==> config.mk <==
export PLATFORM = sky130hd
export DESIGN_NAME = mem_port_arbiter
export DESIGN_NICKNAME = d
export VERILOG_FILES = /design/src/rtl/mem_port_arbiter.sv
export SDC_FILE = /design/constraint.sdc
export NUM_CORES = 1
export LEC_CHECK = 0
export CAP_MARGIN = 30
export CORE_MARGIN = 3
export CORE_UTILIZATION = 40
export CTS_BUF_LIST = sky130_fd_sc_hd__clkbuf_2
export CTS_CLUSTER_DIAMETER = 50
export DETAILED_ROUTE_END_ITERATION = 12
export PLACE_DENSITY = 0.8
export SLEW_MARGIN = 20
export SYNTH_ARGS = -nofsm -noshare
export SYNTH_HDL_FRONTEND = slang
export SYNTH_SLANG_ARGS = --single-unit
==> constraint.sdc <==
create_clock -name clk -period 1.8 [get_ports clk]
set_input_delay 0.36 -clock clk [delete_from_list [all_inputs] [get_ports clk]]
set_output_delay 0.36 -clock clk [all_outputs]
set_load 0.03 [all_outputs]
==> src/rtl/mem_port_arbiter.sv <==
// Shares one synchronous memory port between instruction fetch (I) and load/store (D).
// D wins by default; a streak counter forces an I grant after STARVE_LIMIT back-to-back D grants.
module mem_port_arbiter #(
    parameter int ADDR_W       = 32,
    parameter int DATA_W       = 32,
    parameter int RD_LATENCY   = 1,
    parameter int STARVE_LIMIT = 4
) (
    input  logic                clk,
    input  logic                rst,
    input  logic                IReq,
    input  logic [ADDR_W-1:0]   IAddr,
    output logic [DATA_W-1:0]   IData,
    output logic                IDone,
    input  logic                DReq,
    input  logic                DWrite,
    input  logic [ADDR_W-1:0]   DAddr,
    input  logic [DATA_W-1:0]   DWData,
    input  logic [DATA_W/8-1:0] DStrb,
    output logic [DATA_W-1:0]   DRData,
    output logic                DDone,
    output logic                MemEn,
    output logic [DATA_W/8-1:0] MemWe,
    output logic [ADDR_W-1:0]   MemAddr,
    output logic [DATA_W-1:0]   MemWData,
    input  logic [DATA_W-1:0]   MemRData,
    output logic                Busy,
    output logic                Owner
);

    localparam int STK_W = $clog2(STARVE_LIMIT + 1);
    localparam int CNT_W = (RD_LATENCY > 1) ? $clog2(RD_LATENCY) : 1;
    localparam logic [STK_W-1:0] STK_MAX   = STK_W'(STARVE_LIMIT);
    localparam logic [CNT_W-1:0] WAIT_INIT = CNT_W'(RD_LATENCY - 1);

    // IDLE: arbitrate | ACCESS: strobe memory | WAIT: read latency | RESP: done pulse
    typedef enum logic [1:0] {
        S_IDLE,
        S_ACCESS,
        S_WAIT,
        S_RESP
    } state_t;

    state_t           state;
    logic [STK_W-1:0] streak;
    logic [CNT_W-1:0] wait_cnt;
    logic             is_write;
    logic             grant_i;

    assign grant_i = IReq && (!DReq || streak == STK_MAX);
    assign Busy    = (state != S_IDLE);

    always_ff @(posedge clk) begin
        if (rst) begin
            state    <= S_IDLE;
            streak   <= '0;
            wait_cnt <= '0;
            is_write <= 1'b0;
            IData    <= '0;
            DRData   <= '0;
            IDone    <= 1'b0;
            DDone    <= 1'b0;
            MemEn    <= 1'b0;
            MemWe    <= '0;
            MemAddr  <= '0;
            MemWData <= '0;
            Owner    <= 1'b0;
        end else begin
            MemEn <= 1'b0;
            MemWe <= '0;
            IDone <= 1'b0;
            DDone <= 1'b0;
            case (state)
                S_IDLE: begin
                    if (IReq || DReq) begin
                        Owner    <= !grant_i;
                        MemAddr  <= grant_i ? IAddr : DAddr;
                        MemWData <= grant_i ? '0 : DWData;
                        is_write <= !grant_i && DWrite;
                        MemEn    <= 1'b1;
                        MemWe    <= (!grant_i && DWrite) ? DStrb : '0;
                        if (grant_i || !IReq) begin
                            streak <= '0;
                        end else if (streak != STK_MAX) begin
                            streak <= streak + 1'b1;
                        end
                        state <= S_ACCESS;
                    end
                end
                S_ACCESS: begin
                    if (is_write) begin
                        IDone <= !Owner;
                        DDone <= Owner;
                        state <= S_RESP;
                    end else begin
                        wait_cnt <= WAIT_INIT;
                        state    <= S_WAIT;
                    end
                end
                S_WAIT: begin
                    if (wait_cnt == '0) begin
                        if (Owner) begin
                            DRData <= MemRData;
                        end else begin
                            IData <= MemRData;
                        end
                        IDone <= !Owner;
                        DDone <= Owner;
                        state <= S_RESP;
                    end else begin
                        wait_cnt <= wait_cnt - 1'b1;
                    end
                end
                default: begin
                    state <= S_IDLE;
                end
            endcase
        end
    end

endmodule

==> results of run 1 <==
==> critical path: cells and delay by family (launching register included) <==
family / cells / cell delay, ns
buffers and inverters: 3 / 0.22
DFF: 1 / 0.39
adders and majority gates: 1 / 0.16
==> through the flow <==
stage / util / setup WS [ns] / setup TNS [ns]
2_1_floorplan: - / 0.278 / 0
6_report: 0.618 / -0.0143 / -0.0143
4_1_cts: 0.643 / -0.0969 / -0.0969
3_3_place_gp: 0.647 / -0.0977 / -0.199
5_1_grt: 0.618 / -0.165 / -0.165
3_5_place_dp: 0.647 / -0.119 / -2.63
==> final cells by class <==
class / instances / share of cell area
Timing Repair Buffer: 314 / 0.311
Clock inverter: 10 / 0.0149
Clock buffer: 19 / 0.0114
Sequential cell: 142 / 0.342
Inverter: 7 / 0.00346
Multi-Input combinational cell: 459 / 0.291
Tap cell: 176 / 0.0265
Antenna cell: 1 / 0.000301
==> sequential cells by signal (all words and copies together), names as in the netlist <==
register,count
IData,32
MemWe,4
state,2
DRData,32
MemWData,32
is_write,1
streak,3
Owner,1
MemEn,1
MemAddr,32
IDone,1
DDone,1
==> cells by family (layout without fill, tap and decap cells) <==
family	Yosys count	after routing	share of synthesized area
flip-flops	142	142	0.510
other	0	1	0
XOR/XNOR	2	2	0.00314
multiplexers	1	1	0.00180
adder cells (fa/ha/maj)	6	6	0.0135
AO/OA/AOI/OAI	208	208	0.233
buffers and inverters	74	350	0.0617
AND/OR/NAND/NOR	242	242	0.177
==> cells in the mapped netlist <==
cell type	count	area [µm²]
nand2_1	162	608
dfxtp_1	142	2840
a21oi_1	101	505
nor2_1	34	128
o211ai_1	34	255
a311oi_1	33	289
clkbuf_1	33	124
o21ai_0	33	165
nand3_1	32	160
buf_2	20	100
buf_4	7	52.6
ha_1	6	75.1
inv_1	6	22.5
and2_1	5	31.3
buf_1	5	18.8
nor3_1	3	15.0
buf_6	2	22.5
a2111oi_4	1	27.5
a21bo_1	1	10.0
a21boi_2	1	11.3
inv_2	1	3.75
mux2i_1	1	10.0
nand2b_1	1	6.26
nor2b_1	1	6.26
nor4b_1	1	8.76
nor4bb_1	1	10.0
o21a_1	1	7.51
o21ai_2	1	8.76
o311ai_0	1	8.76
o31ai_1	1	7.51
or3_1	1	6.26
or4_1	1	7.51
xnor2_1	1	8.76
xor2_1	1	8.76
==> what timing repair did <==
action	4_1_cts	5_1_grt
endpoints found under the setup margin	137	56
resized for setup	585	104
gates cloned	0	0
pin swaps	1	0
setup buffers	6	0
==> layer usage <==
metal / global-route usage / part of all wire / routed length [µm] / up-vias
met2: 0.387 / 0.48 / 8590 / 236
met4: 0.0903 / 0.028 / 501 / 0
li1: - / - / - / 2868
met5: 0 / 0 / 0 / -
met1: 0.241 / 0.39 / 6930 / 2612
met3: 0.107 / 0.11 / 1970 / 31
==> power breakdown <==
group | internal [mW] | total [mW] | switching (mW)
Combinational | 1.75 | 4.57 | 2.83
Clock | 0.742 | 1.82 | 1.08
Sequential | 3.72 | 4.00 | 0.280
Total | 6.21 | 10.4 | 4.18
==> worst min-delay path by stage <==
stage,depth (start not counted),startpoint,endpoint,slack [ns]
after floorplan,2,is_write,is_write,0.44
after global placement,2,DRData[24],DRData[24],0.44
after detailed placement,2,IData[18],IData[18],0.45
after CTS,2,rst,state[1],0.02
after global routing,2,rst,state[1],0.002
final,2,rst,state[1],0.11
==> layout by cell type, fill, tap and decap left out, types with 24 or more instances in the layout <==
cell	instances
a21oi_1	101
nand2_1	162
clkdlybuf4s50_1	135
a311oi_1	33
buf_4	24
dfxtp_1	140
o21ai_0	33
buf_2	136
nor2_1	34
o211ai_1	34
nand3_1	32
==> run summary, run 1 <==
WORST HOLD PATH
--------------------------------------------------------------------------------
Hold Path Class                                                     primary input to flip-flop

CLOCK TREE
--------------------------------------------------------------------------------
CTS buffer count                                                              17
CTS tree                                                                   built
CTS H-tree depth                                                               4
Number of sinks on the clock net                                             142
CTS root buf                                                            clkbuf_2
Later-pin clock latency in the skew report                               0.69 ns
Clock transition at the registers of the reported paths                  0.18 ns
Clock tree buffer depth                                                        2
CTS Hold Buffers Added                                                         0

ROUTE
--------------------------------------------------------------------------------
Routed via count divided by cell count                                      5.09
Total length of routed wires                                            18000 µm
Drt first pass iters                                                           5
Post-route antenna net violation count                                         0
Count of unresolved DRC violations after routing                               0
Total vias in the final route                                               5747
Mean routed wirelength per cell                                          15.9 µm
Iter 0 DRT Violations                                                        286

SETUP PATH
--------------------------------------------------------------------------------
Capturing instance or port of the critical path                             Busy
Category of the worst setup path launch point                          flip-flop
Sort of element at the end of the critical path                     primary output
Capture point of the worst reg-to-reg path                           MemAddr[27]
Worst flop-to-flop path startpoint                                     streak[0]
Depth of the worst register-to-register path                                   6
Launching instance or port of the critical path                         state[0]
Data arrival time at the worst-slack endpoint                            1.45 ns
Type of the setup path with the least slack                         flip-flop to primary output
Cell type of the slowest stage on the worst timing path                  dfxtp_2
Worst-case register-to-register setup slack                              0.13 ns
Top fanout value on the critical path                                          2
WP data required                                                         1.44 ns
Cell chain of the critical path                                     inv_2 > ha_4 > inv_4 > buf_6
Critical Path Max Stage Delay                                            0.39 ns

STA
--------------------------------------------------------------------------------
Largest clock skew in the final design                                 0.0181 ns
Number of max-slew violations in the final report                              0
Final clock period utilization by the worst path                            1.01
Shortest clock period the worst path allows after layout                 1.81 ns
Setup violations, final                                                        1
Final Hold Vio Count                                                           0
Final setup slack of the worst path                                   -0.0143 ns
Achievable clock frequency                                               551 MHz
Relative max-transition margin                                             0.692
Setup repair after global routing missed its margin                          yes
Final Hold Slack                                                        0.108 ns
Pin slew with the least headroom to its limit                           0.462 ns

LOGIC SYNTHESIS
--------------------------------------------------------------------------------
Cell area after synthesis                                               5570 µm²
Number of nets in the synthesized netlist                                    818
Total of flip-flops plus latches after synthesis                             142
Portion of the post-synthesis area used by sequential elements             0.510
Yosys warns                                                                    0
Post-synthesis average cell area                                        8.26 µm²
Number of instances in the synthesized netlist                               675
Library cells used by synthesis                                               34

PLACED DESIGN
--------------------------------------------------------------------------------
Number of I/O port buffers                                                   273
Placed Cells                                                                1092
Final Wtd Congestion                                                       0.800
Area after detailed placement                                           8710 µm²
Final HPWL from detailed placement                                      13000 µm

GRT
--------------------------------------------------------------------------------
Leftover overflow at the end of global routing                                 0
Wire length of the first global-routing pass                            27200 µm
Via count of the first global-routing pass                                  5406
GRT Util Overall                                                           0.226
Largest net degree at the start of global routing                             35
Number of antenna violations at the first check in global routing              1

FINAL LAYOUT
--------------------------------------------------------------------------------
Post-synthesis to final-layout area growth                                 49.2%
Final non-filler cell total                                                 1128
Share of layout cells above drive strength 1                               0.228
Final cell area excluding filler cells                                  8320 µm²
Final-stage net count                                                       1084
Fillcell total                                                              1282
Multi-input combinational cell area                                     2420 µm²
Sequential Area                                                         2850 µm²

FLOORPLAN
--------------------------------------------------------------------------------
I/O pin count                                                                274
Die Footprint                                                          15400 µm²
Initial standard-cell utilization of the core                              0.414
DIE HEIGHT                                                                124 µm
Placeable core region                                                  13500 µm²
Site Rows                                                                     42
Floorplan die width                                                       124 µm

POWER AND IR DROP
--------------------------------------------------------------------------------
Worst VDD drop                                                          0.647 mV
Static Leak                                                              3.39 nW
Post-route total power                                                   10.4 mW
Power per Cell Area                                                  1250 nW/µm²

OUTCOME
--------------------------------------------------------------------------------
Violated checks                                                     negative setup slack
Outcome                                                             finished with violations

FLOW RUN
--------------------------------------------------------------------------------
Number of max-cap violations                                                   0

No activity file was read; power rests on OpenSTA's default activity.
==> run 2: changes to the inputs <==
SETUP_SLACK_MARGIN = 0.15   (was unset)
SKIP_LAST_GASP = 1   (was unset)
clock period = 1.95 ns   (was 1.8 ns; I/O delays follow)
==> run 2 against run 1 <==
  * The run now ends clean
  * Via count increased by 0.44%
  * Flip-flop and latch count unchanged
  * Sequential power decreased by 7.2%
  * Critical path type unchanged
  * Setup slack improved by 0.10 ns
  * Core utilization increased by 0.38 points
  * Routed wire length decreased by 1.8%
  * Cell count decreased by 0.53%
  * Hold slack got worse by 0.017 ns
  * Critical endpoint unchanged
  * Largest power group unchanged
  * Register-to-register slack improved by 0.18 ns
  * Critical path depth unchanged
  * Non-clock buffer count decreased by 8
  * Global-route usage decreased by 0.79 points
==> run summary, run 2 (same netlist as run 1, synthesis figures left out) <==
OUTCOME
--------------------------------------------------------------------------------
Outcome                                                             complete, no violations

GRT
--------------------------------------------------------------------------------
Wire length of the first global-routing pass                            26200 µm
Leftover overflow at the end of global routing                                 0
GRT Util Overall                                                           0.219
Number of antenna violations at the first check in global routing              0
Largest net degree at the start of global routing                             55
Via count of the first global-routing pass                                  5072

CLOCK TREE
--------------------------------------------------------------------------------
CTS root buf                                                            clkbuf_2
CTS buffer count                                                              17
Clock transition at the registers of the reported paths                  0.23 ns
CTS Hold Buffers Added                                                         0
Number of sinks on the clock net                                             142
Clock tree buffer depth                                                        2
CTS H-tree depth                                                               4
CTS tree                                                                   built
Later-pin clock latency in the skew report                               0.71 ns

ROUTE
--------------------------------------------------------------------------------
Post-route antenna net violation count                                         0
Total vias in the final route                                               5772
Mean routed wirelength per cell                                          15.7 µm
Routed via count divided by cell count                                      5.14
Drt first pass iters                                                           5
Total length of routed wires                                            17700 µm
Iter 0 DRT Violations                                                        396
Count of unresolved DRC violations after routing                               0

SETUP PATH
--------------------------------------------------------------------------------
Top fanout value on the critical path                                          2
WP data required                                                         1.56 ns
Sort of element at the end of the critical path                     primary output
Category of the worst setup path launch point                          flip-flop
Type of the setup path with the least slack                         flip-flop to primary output
Data arrival time at the worst-slack endpoint                            1.47 ns

STA
--------------------------------------------------------------------------------
Pin slew with the least headroom to its limit                           0.451 ns
Final clock period utilization by the worst path                           0.956
Shortest clock period the worst path allows after layout                 1.86 ns
Final setup slack of the worst path                                    0.0855 ns
Final TNS setup                                                             0 ns
Largest clock skew in the final design                                 0.0200 ns
Number of max-slew violations in the final report                              0
Achievable clock frequency                                               536 MHz
Setup violations, final                                                        0
Final Hold Slack                                                       0.0910 ns
Final Hold Vio Count                                                           0
Relative max-transition margin                                             0.700
Setup repair after global routing missed its margin                          yes

FINAL LAYOUT
--------------------------------------------------------------------------------
Share of layout cells above drive strength 1                               0.251
Most used cells in the layout excluding fill and tap cells          162 x nand2_1, 135 x clkdlybuf4s50_1, 118 x dfxtp_1, 101 x a21oi_1, 98 x buf_2
Post-synthesis to final-layout area growth                                 50.1%
Leading cell type in the layout, fill and taps excluded                  nand2_1
Number of antenna cells inserted                                               0
Final-stage net count                                                       1076

POWER AND IR DROP
--------------------------------------------------------------------------------
Post-route total power                                                   9.83 mW
Static Leak                                                              3.33 nW
Power per Cell Area                                                  1170 nW/µm²
Worst VDD drop                                                          0.682 mV

FLOORPLAN
--------------------------------------------------------------------------------
Site Rows                                                                     42
DIE HEIGHT                                                                124 µm
Initial standard-cell utilization of the core                              0.414
Floorplan die width                                                       124 µm
Die Footprint                                                          15400 µm²
Placeable core region                                                  13500 µm²
I/O pin count                                                                274

PLACED DESIGN
--------------------------------------------------------------------------------
Final HPWL from detailed placement                                      12600 µm
Final Wtd Congestion                                                       0.778
Worst slack after detailed placement                                  -0.0182 ns
Number of I/O port buffers                                                   273

FLOW RUN
--------------------------------------------------------------------------------
Number of max-cap violations                                                   0

WORST HOLD PATH
--------------------------------------------------------------------------------
Hold Path Class                                                     primary input to flip-flop

## run 2: cell types whose count changed in the layout (fill, tap and decap cells not counted), moves of 2 or more
cell | previous run | this run
buf_12 | 18 | 11
buf_2 | 136 | 98
clkbuf_2 | 19 | 17
clkbuf_4 | 0 | 36
clkinv_1 | 3 | 0
clkinv_2 | 3 | 0
clkinv_4 | 0 | 4
clkinvlp_4 | 1 | 5
dfxtp_1 | 140 | 118
dfxtp_2 | 2 | 24
## run 2: power breakdown
group	internal (mW)	switching [mW]	total (mW)
sequential	3.45	0.261	3.71
clock	0.859	1.14	2.00
combinational	1.52	2.59	4.12
## run 2: layout make-up
cell class / count / area [µm²]
clock inverters: 15 / 213
well taps: 176 / 220
fillers: 1265 / 5090
flip-flops and latches: 142 / 2870
multi-input cells: 459 / 2420
clock buffers: 17 / 85.1
inverters: 7 / 28.8
repair buffers: 306 / 2530
## run 2: through the flow
stage	cells	utilization	area, µm²
final	1122	0.622	8370
after global routing	1122	0.622	8370
after detailed placement	1084	0.636	8560
after CTS	1122	0.613	8250
after floorplan	675	-	5570
after global placement	1084	0.636	8560
## run 2: critical path, cell delays in order, from the launching register on
cell and delay (ns):
dfxtp_2 0.39, inv_2 0.05, ha_4 0.17, inv_4 0.05, buf_6 0.12
## run 2: what timing repair did
action | 4_1_cts | 5_1_grt
gates resized for setup | 690 | 60
setup endpoints to repair | 137 | 41
gates cloned | 0 | 0
buffers inserted | 6 | 0
pin swaps | 1 | 0
## run 2: final timing paths
check / end / from / cells past startpoint / slack [ns]
worst max-delay path: Busy / state[1] / 4 / 0.09
worst min-delay path: DRData[27] / rst / 2 / 0.09
worst max register to register: MemAddr[6] / streak[0] / 6 / 0.31
worst min register to register: MemWData[9] / MemWData[9] / 2 / 0.46
## run 2: layer usage
metal,share of wire,GRT usage
met1,0.40,0.249
met2,0.48,0.366
met3,0.10,0.0872
met4,0.017,0.0869
met5,0,0
==> run 3: changes to the inputs <==
HOLD_SLACK_MARGIN = 0.15   (was unset)
==> run 3 against run 2 <==
  * Clock skew up 0.0042 ns
  * Die area stayed put
  * Non-clock buffer count up 22
  * Clock power barely moved
  * Sequential share of layout area decreased by 0.83 points
  * Sequential power is essentially flat
  * Combinational power increased by 1%
  * Count of clock-buffer cells in the layout unchanged
  * Power increased by 0.72%
  * Hold slack improved by 0.13 ns
  * Critical endpoint unchanged
  * Largest power group unchanged
==> run summary, run 3 (same netlist as run 1, synthesis figures left out) <==
OUTCOME
--------------------------------------------------------------------------------
Outcome                                                             complete, no violations

SETUP PATH
--------------------------------------------------------------------------------
Top fanout value on the critical path                                          2
Type of the setup path with the least slack                         flip-flop to primary output
Sort of element at the end of the critical path                     primary output
Category of the worst setup path launch point                          flip-flop
WP data required                                                         1.56 ns
Data arrival time at the worst-slack endpoint                            1.47 ns

STA
--------------------------------------------------------------------------------
Final Hold Vio Count                                                           0
Setup violations, final                                                        0
Number of max-slew violations in the final report                              0
Achievable clock frequency                                               538 MHz
Shortest clock period the worst path allows after layout                 1.86 ns
Relative max-transition margin                                             0.698
Final clock period utilization by the worst path                           0.953
Setup repair after global routing missed its margin                          yes
Pin slew with the least headroom to its limit                           0.453 ns
Final Hold Slack                                                        0.219 ns
Final TNS setup                                                             0 ns
Largest clock skew in the final design                                 0.0242 ns

ROUTE
--------------------------------------------------------------------------------
Top layer reached by signal wires                                           met4
Post-route antenna net violation count                                         0
Count of unresolved DRC violations after routing                               0
Drt first pass iters                                                           4
Total length of routed wires                                            17900 µm
Length of routed met3 wiring                                             1750 µm
Total vias in the final route                                               5862
Mean routed wirelength per cell                                          15.6 µm
Routed via count divided by cell count                                      5.12
Metal-1 WL                                                               7170 µm
Met2 Routed Length                                                       8730 µm
Iter 0 DRT Violations                                                        362

POWER AND IR DROP
--------------------------------------------------------------------------------
Power per Cell Area                                                  1150 nW/µm²
Design internal power                                                    5.89 mW
Switching Power                                                          4.01 mW
Clock group share of total power                                           0.202
Net switching share of the total power                                     0.405
Relative contribution of sequential cells to total power                   0.376
Logic pwr share                                                            0.422
Static Leak                                                              3.43 nW
Worst VDD drop                                                          0.670 mV

FINAL LAYOUT
--------------------------------------------------------------------------------
Post-synthesis to final-layout area growth                                 55.0%
Leading cell type in the layout, fill and taps excluded                  nand2_1
Final-stage net count                                                       1098
Share of layout cells above drive strength 1                               0.262
Most used cells in the layout excluding fill and tap cells          162 x nand2_1, 135 x clkdlybuf4s50_1, 101 x dfxtp_1, 101 x a21oi_1, 87 x buf_2

FLOORPLAN
--------------------------------------------------------------------------------
Placeable core region                                                  13500 µm²
Initial standard-cell utilization of the core                              0.414
Floorplan die width                                                       124 µm
I/O pin count                                                                274
Die Footprint                                                          15400 µm²
DIE HEIGHT                                                                124 µm
Site Rows                                                                     42

CLOCK TREE
--------------------------------------------------------------------------------
Number of sinks on the clock net                                             142
Clock transition at the registers of the reported paths                  0.24 ns
Later-pin clock latency in the skew report                               0.71 ns
Clock tree buffer depth                                                        2
CTS buffer count                                                              17
CTS tree                                                                   built
CTS root buf                                                            clkbuf_2
CTS H-tree depth                                                               4

GRT
--------------------------------------------------------------------------------
Leftover overflow at the end of global routing                                 0
Wire length of the first global-routing pass                            26600 µm
Largest net degree at the start of global routing                             55
GRT Util Overall                                                           0.222
Number of antenna violations at the first check in global routing              1
Via count of the first global-routing pass                                  5167

PLACED DESIGN
--------------------------------------------------------------------------------
Number of I/O port buffers                                                   273
Final Wtd Congestion                                                       0.778
Final HPWL from detailed placement                                      12600 µm

WORST HOLD PATH
--------------------------------------------------------------------------------
Hold Path Class                                                     primary input to flip-flop

FLOW RUN
--------------------------------------------------------------------------------
Number of max-cap violations                                                   0

-- run 3: power by group through the flow --
stage	logic [mW]	clock network [mW]	registers, mW
floorplan	1.52	0	4.74
global placement	4.34	0	3.76
detailed placement	4.37	0	3.78
CTS	4.12	2.06	3.70
global route	4.50	2.17	3.79
finish	4.18	2.00	3.72
-- run 3: area by class of cell --
| type | count | area, µm² |
|---|---|---|
| Antenna cell | 1 | 2.50 |
| Multi-Input combinational cell | 459 | 2420 |
| Timing Repair Buffer | 328 | 2780 |
| Clock buffer | 17 | 85.1 |
| Fill cell | 1225 | 4810 |
| Clock inverter | 15 | 213 |
| Inverter | 7 | 28.8 |
| Tap cell | 176 | 220 |
| Sequential cell | 142 | 2890 |
-- run 3: per-layer routing --
metal / global-route usage / vias up
met1: 0.255 / 2701
met5: 0 / -
met3: 0.0890 / 21
met4: 0.0746 / 0
met2: 0.376 / 235
li1: - / 2905
-- run 3: metrics by stage --
stage | worst slack [ns] | power [mW] | std cells | utilization | instance area [µm²]
finish | 0.0908 | 9.90 | 1145 | 0.642 | 8640
global route | -0.0417 | 10.5 | 1145 | 0.642 | 8640
CTS | 0.00458 | 9.88 | 1138 | 0.625 | 8410
detailed placement | -0.0182 | 8.16 | 1084 | 0.636 | 8560
global placement | -0.0587 | 8.10 | 1084 | 0.636 | 8560
floorplan | 0.428 | 6.26 | 675 | - | 5570
-- run 3: what timing repair did --
item,4_1_cts,5_1_grt
resized for setup,690,92
buffers inserted,6,0
endpoints found under the setup margin,137,51
hold endpoints to repair,42,7
pin swaps,1,0
hold buffers,16,6
-- run 3: final timing paths --
check,startpoint,endpoint,slack [ns],cells after the start
hold reg to reg,MemWData[9],MemWData[9],0.46,2
setup reg to reg,streak[0],MemAddr[6],0.32,6
hold / removal,MemRData[15],DRData[15],0.22,3
setup / recovery,state[1],Busy,0.09,4
-- run 3: critical path: stages, from the launching register on --
cell     delay, ns
dfxtp_2       0.38
inv_2         0.05
ha_4          0.17
inv_4         0.05
buf_6         0.12
